==> src/rtl/pwm_capture.sv <==
// ============================================================================
// pwm_capture : recovers 8-bit duty code and period from a PWM input
// Revision    : 1.0  initial release
// ============================================================================
`default_nettype none

module pwm_capture #(
   parameter int STEP    = 2,
   parameter int TIMEOUT = 1024,
   parameter int CW      = 16
) (
   input  logic          SysClk,
   input  logic          Reset,
   input  logic          PwmIn,
   output logic [7:0]    Duty,
   output logic [CW-1:0] Period,
   output logic          DutyValid,
   output logic          Locked
);

   localparam logic [1:0] c_WAIT_RISE = 2'd0;
   localparam logic [1:0] c_MEAS_HIGH = 2'd1;
   localparam logic [1:0] c_MEAS_LOW  = 2'd2;
   localparam logic [1:0] c_STUCK     = 2'd3;

   localparam logic [CW-1:0] c_ONE        = CW'(1);
   localparam logic [CW-1:0] c_IDLE_LIMIT = CW'(TIMEOUT - 1);
   localparam int            c_PW         = CW + 8;

   logic          r_s1, r_s2, r_s3;
   logic [1:0]    r_state;
   logic [CW-1:0] r_per_cnt, r_high_cnt, r_idle_cnt;
   logic [7:0]    r_duty;
   logic [CW-1:0] r_period;
   logic          r_valid, r_locked;

   logic          w_rise, w_fall, w_timeout;
   logic [CW-1:0] w_per_inc, w_high_inc, w_idle_inc;
   logic [c_PW-1:0] w_prod;
   logic [7:0]    w_duty_sat;

   assign w_rise = r_s2 & ~r_s3;
   assign w_fall = ~r_s2 & r_s3;

   assign w_per_inc  = (r_per_cnt  == '1) ? r_per_cnt  : r_per_cnt  + c_ONE;
   assign w_high_inc = (r_high_cnt == '1) ? r_high_cnt : r_high_cnt + c_ONE;
   assign w_idle_inc = (r_idle_cnt == '1) ? r_idle_cnt : r_idle_cnt + c_ONE;

   // An edge in the same cycle always wins over the timeout.
   assign w_timeout = (r_idle_cnt == c_IDLE_LIMIT) && !w_rise && !w_fall
                      && (r_state != c_STUCK);

   assign w_prod     = c_PW'(r_high_cnt) * c_PW'(STEP);
   assign w_duty_sat = (w_prod > c_PW'(255)) ? 8'hFF : w_prod[7:0];

   always_ff @(posedge SysClk) begin
      if (Reset) begin
         r_s1       <= 1'b0;
         r_s2       <= 1'b0;
         r_s3       <= 1'b0;
         r_state    <= c_WAIT_RISE;
         r_per_cnt  <= '0;
         r_high_cnt <= '0;
         r_idle_cnt <= '0;
         r_duty     <= 8'd0;
         r_period   <= '0;
         r_valid    <= 1'b0;
         r_locked   <= 1'b0;
      end else begin
         r_s1       <= PwmIn;
         r_s2       <= r_s1;
         r_s3       <= r_s2;
         r_valid    <= 1'b0;
         r_idle_cnt <= (w_rise | w_fall) ? '0 : w_idle_inc;

         case (r_state)
            c_WAIT_RISE: begin
               if (w_rise) begin
                  r_state    <= c_MEAS_HIGH;
                  r_per_cnt  <= c_ONE;
                  r_high_cnt <= c_ONE;
               end
            end
            c_MEAS_HIGH: begin
               r_per_cnt <= w_per_inc;
               if (w_fall) begin
                  r_state <= c_MEAS_LOW;
               end else begin
                  r_high_cnt <= w_high_inc;
               end
            end
            c_MEAS_LOW: begin
               if (w_rise) begin
                  r_period   <= r_per_cnt;
                  r_duty     <= w_duty_sat;
                  r_valid    <= 1'b1;
                  r_locked   <= 1'b1;
                  r_per_cnt  <= c_ONE;
                  r_high_cnt <= c_ONE;
                  r_state    <= c_MEAS_HIGH;
               end else begin
                  r_per_cnt <= w_per_inc;
               end
            end
            c_STUCK: begin
               if (w_rise) begin
                  r_state    <= c_MEAS_HIGH;
                  r_per_cnt  <= c_ONE;
                  r_high_cnt <= c_ONE;
               end else if (w_fall) begin
                  r_state <= c_WAIT_RISE;
               end
            end
            default: r_state <= c_WAIT_RISE;
         endcase

         // Stuck entry overrides the state update above; only reachable without an edge.
         if (w_timeout) begin
            r_state  <= c_STUCK;
            r_duty   <= r_s2 ? 8'hFF : 8'h00;
            r_period <= '0;
            r_locked <= 1'b0;
            r_valid  <= 1'b1;
         end
      end
   end

   assign Duty      = r_duty;
   assign Period    = r_period;
   assign DutyValid = r_valid;
   assign Locked    = r_locked;

endmodule

`default_nettype wire

==> config.mk <==
export PLATFORM = sky130hd
export DESIGN_NAME = pwm_capture
export DESIGN_NICKNAME = d
export VERILOG_FILES = /design/src/rtl/pwm_capture.sv
export SDC_FILE = /design/constraint.sdc
export NUM_CORES = 1
export LEC_CHECK = 0
export ABC_AREA = 1
export BUFFER_PORTS_ARGS = -buffer_cell sky130_fd_sc_hd__buf_2
export CORE_MARGIN = 1
export CORE_UTILIZATION = 60
export CTS_BUF_LIST = sky130_fd_sc_hd__clkbuf_8
export DETAILED_ROUTE_END_ITERATION = 6
export GPL_TIMING_DRIVEN = 1
export PLACE_DENSITY_LB_ADDON = 0.15
export SYNTH_ARGS = -nofsm -noshare
export SYNTH_HDL_FRONTEND = slang
export SYNTH_SLANG_ARGS = --single-unit
==> constraint.sdc <==
create_clock -name SysClk -period 5.1 [get_ports SysClk]
set_input_delay 0.255 -clock SysClk [delete_from_list [all_inputs] [get_ports SysClk]]
set_output_delay 0.255 -clock SysClk [all_outputs]
set_load 0.005 [all_outputs]
==> results.py <==
metrics = {
    "pwr": {
        "p_leak_nw": 1.82,
        "p_per_area_nw_per_um2": 324,
        "vdd_drop_max_mv": 0.175,
    },
    "clocking": {
        "cts_resized": 0,
        "cts_tree": "done",
        "cts_max_level": 3,
        "cts.sinks": 79,
        "insertion_delay_ns": 0.36,
        "cts.clk_slew.worst_paths_ns": 0.08,
        "cts_made_buffers": 9,
        "post_cts_buffers": 0,
        "clock_path_buffers": 2,
        "root_buffer": "clkbuf_8",
        "hold_buffers": 0,
    },
    "synth": {
        "ys_seq_area_frac": 0.378,
        "syn_nets": 636,
        "ys_top_cells_by_area": "dfxtp_1 38%, nand2_1 16%, nor2_1 9.1%, inv_1 6.0%, nand3_1 4.8%",
        "synth_top_area_cell": "dfxtp_1",
        "syn_inst": 622,
        "synth_edf_count": 0,
        "synth_cell_type_count": 39,
        "synth-seq-cells": 79,
        "yosys_warnings": 0,
        "synth-async-reset-ratio": 0,
        "avgSynthCellArea_um2": 6.72,
        "yosysTopAreaCellShare": 0.378,
        "synth_area_um2": 4180,
        "synthFlopType": "dfxtp_1",
    },
    "setup_path": {
        "worstPathRequired_ns": 5.37,
        "start_kind": "register",
        "cp.arrival_ns": 2.81,
        "r2r_slack_ns": 2.55,
        "cp_max_fo": 27,
        "end_kind": "register",
        "path_class": "reg -> reg",
    },
    "place": {
        "dp_slack_ns": 2.55,
        "routabilityCongestion": 0.883,
        "dp_cells": 716,
        "place_hpwl_um": 6200,
        "port_buffers": 28,
    },
    "route": {
        "vias": 3829,
        "wirelength_um": 8880,
        "post-route-drc-count": 0,
        "via_per_inst": 5.23,
        "final_antenna_net_count": 0,
        "drt_iter0_drc": 205,
        "routedWlPerCell_um": 12.1,
        "dr.pass1.iters": 5,
    },
    "floorplan": {
        "coreArea_um2": 6760,
        "initial_utilization": 0.619,
        "io_pins": 29,
        "die_w_um": 85.5,
        "dieArea_um2": 7300,
        "rows": 30,
        "die_h_um": 85.5,
    },
    "grt": {
        "grt-ovfl-total": 0,
        "antenna_found_initial": 0,
        "grt_pass1_wl_um": 15000,
        "grt_max_degree": 30,
        "track_usage": 0.258,
        "grt_pass1_vias": 3378,
    },
    "final_layout": {
        "layout_common_cells": "177 x nand2_1, 101 x nor2_1, 79 x dfxtp_1",
        "antenna_cells": 0,
        "final_common_cell": "nand2_1",
        "final.fill_count": 612,
        "nets": 661,
        "fin_cells": 732,
        "drive_above_1_share": 0.110,
        "syn_to_final_growth_pct": 8.80,
    },
    "sta": {
        "slew_viol_final": 0,
        "hold_violations": 0,
        "setup_viol": 0,
        "skew_ns": 0.00904,
        "finalSetupTns_ns": 0,
        "fin_crit_ns": 2.55,
        "fmax_mhz": 393,
        "min_period_over_period": 0.499,
        "tightestPinTransition_ns": 0.875,
        "slew_headroom": 0.416,
        "rsz0062_at_grt": "false",
        "fin_ws_ns": 2.55,
    },
    "flow_run": {
        "maxCapViolations": 0,
    },
    "worst_hold_path": {
        "hold_path.class": "in -> reg",
    },
    "status": {
        "status": "finished clean",
    },
}
## final timing paths
path | start | end | depth (start not counted)
worst max register to register | r_state[0]$_SDFFE_PP0P_ | Duty[7]$_SDFFE_PP0P_ | 8
worst max-delay path | r_state[0]$_SDFFE_PP0P_ | Duty[7]$_SDFFE_PP0P_ | 8
worst min-delay path | PwmIn | r_s1$_SDFF_PP0_ | 3
worst min register to register | r_s1$_SDFF_PP0_ | r_s2$_SDFF_PP0_ | 2
## cell type report
| cell class | instances | area (um^2) | share of cell area |
|---|---|---|---|
| clock inverter | 7 | 96.3 | 0.0212 |
| multi-input combinational | 456 | 2230 | 0.491 |
| sequential | 79 | 1580 | 0.348 |
| clock buffer | 9 | 124 | 0.0272 |
| timing repair buffer | 28 | 140 | 0.0308 |
| inverter | 73 | 274 | 0.0603 |
| tap | 80 | 100 | 0.0220 |
## stage by stage
| stage | power (mW) | utilization | instance area [um^2] | hold slack, ns |
|---|---|---|---|---|
| after floorplan | 0.914 | - | 4180 | 0.362 |
| after global placement | 0.950 | 0.640 | 4330 | 0.405 |
| after detailed placement | 0.958 | 0.640 | 4330 | 0.401 |
| after CTS | 1.48 | 0.673 | 4550 | 0.0979 |
| after global routing | 1.56 | 0.673 | 4550 | 0.103 |
| final | 1.47 | 0.673 | 4550 | 0.104 |
## critical path: stages (launching register included)
cell	delay, ns
dfxtp_1	0.43
inv_1	0.09
ha_1	0.23
nand2_1	0.66
inv_1	0.60
nand3_1	0.24
nand3_1	0.08
nand2_1	0.06
inv_1	0.04
## sequential cells by signal, summed over array words and instances, names as in the netlist
register,cells
r_idle_cnt,16
r_s3,1
r_high_cnt,16
Duty,8
r_s2,1
r_s1,1
Period,16
r_per_cnt,16
DutyValid,1
Locked,1
r_state,2
## synthesized netlist by cell type, types with 2 or more instances
cell type / n
xnor2_1: 7
a21oi_1: 34
nand3_2: 2
nand3_4: 2
dfxtp_1: 79
a31oi_1: 7
buf_6: 2
clkbuf_1: 4
clkinv_1: 2
nand2_2: 2
a21oi_2: 9
nand2_1: 177
nor3_1: 8
xor2_1: 10
nor2_2: 4
o21ai_0: 14
nor2_1: 101
buf_2: 6
inv_2: 4
nand4_1: 12
nand3_1: 40
ha_1: 11
nor3_2: 3
inv_1: 67
## cells by family (layout without fill, tap and decap cells)
| family | after synthesis | after routing | synth area share |
|---|---|---|---|
| compound gates | 71 | 71 | 0.0991 |
| xor+xnor | 17 | 17 | 0.0356 |
| fa+ha+maj | 11 | 11 | 0.0329 |
| buf+inv | 87 | 117 | 0.0877 |
| flops | 79 | 79 | 0.378 |
| simple gates | 357 | 357 | 0.366 |
## per-layer routing
layer / GRT usage / vias up / part of all wire
met3: 0.0632 / 12 / 0.047
met4: 0.0924 / 0 / 0.015
met1: 0.347 / 1703 / 0.49
met5: 0 / - / 0
met2: 0.405 / 94 / 0.44
li1: - / 2020 / -
## power breakdown
group | internal (mW) | switching (mW)
clock network | 0.277 | 0.242
logic | 0.0814 | 0.207
registers | 0.637 | 0.0292
Power figures use the tool's default switching activity.
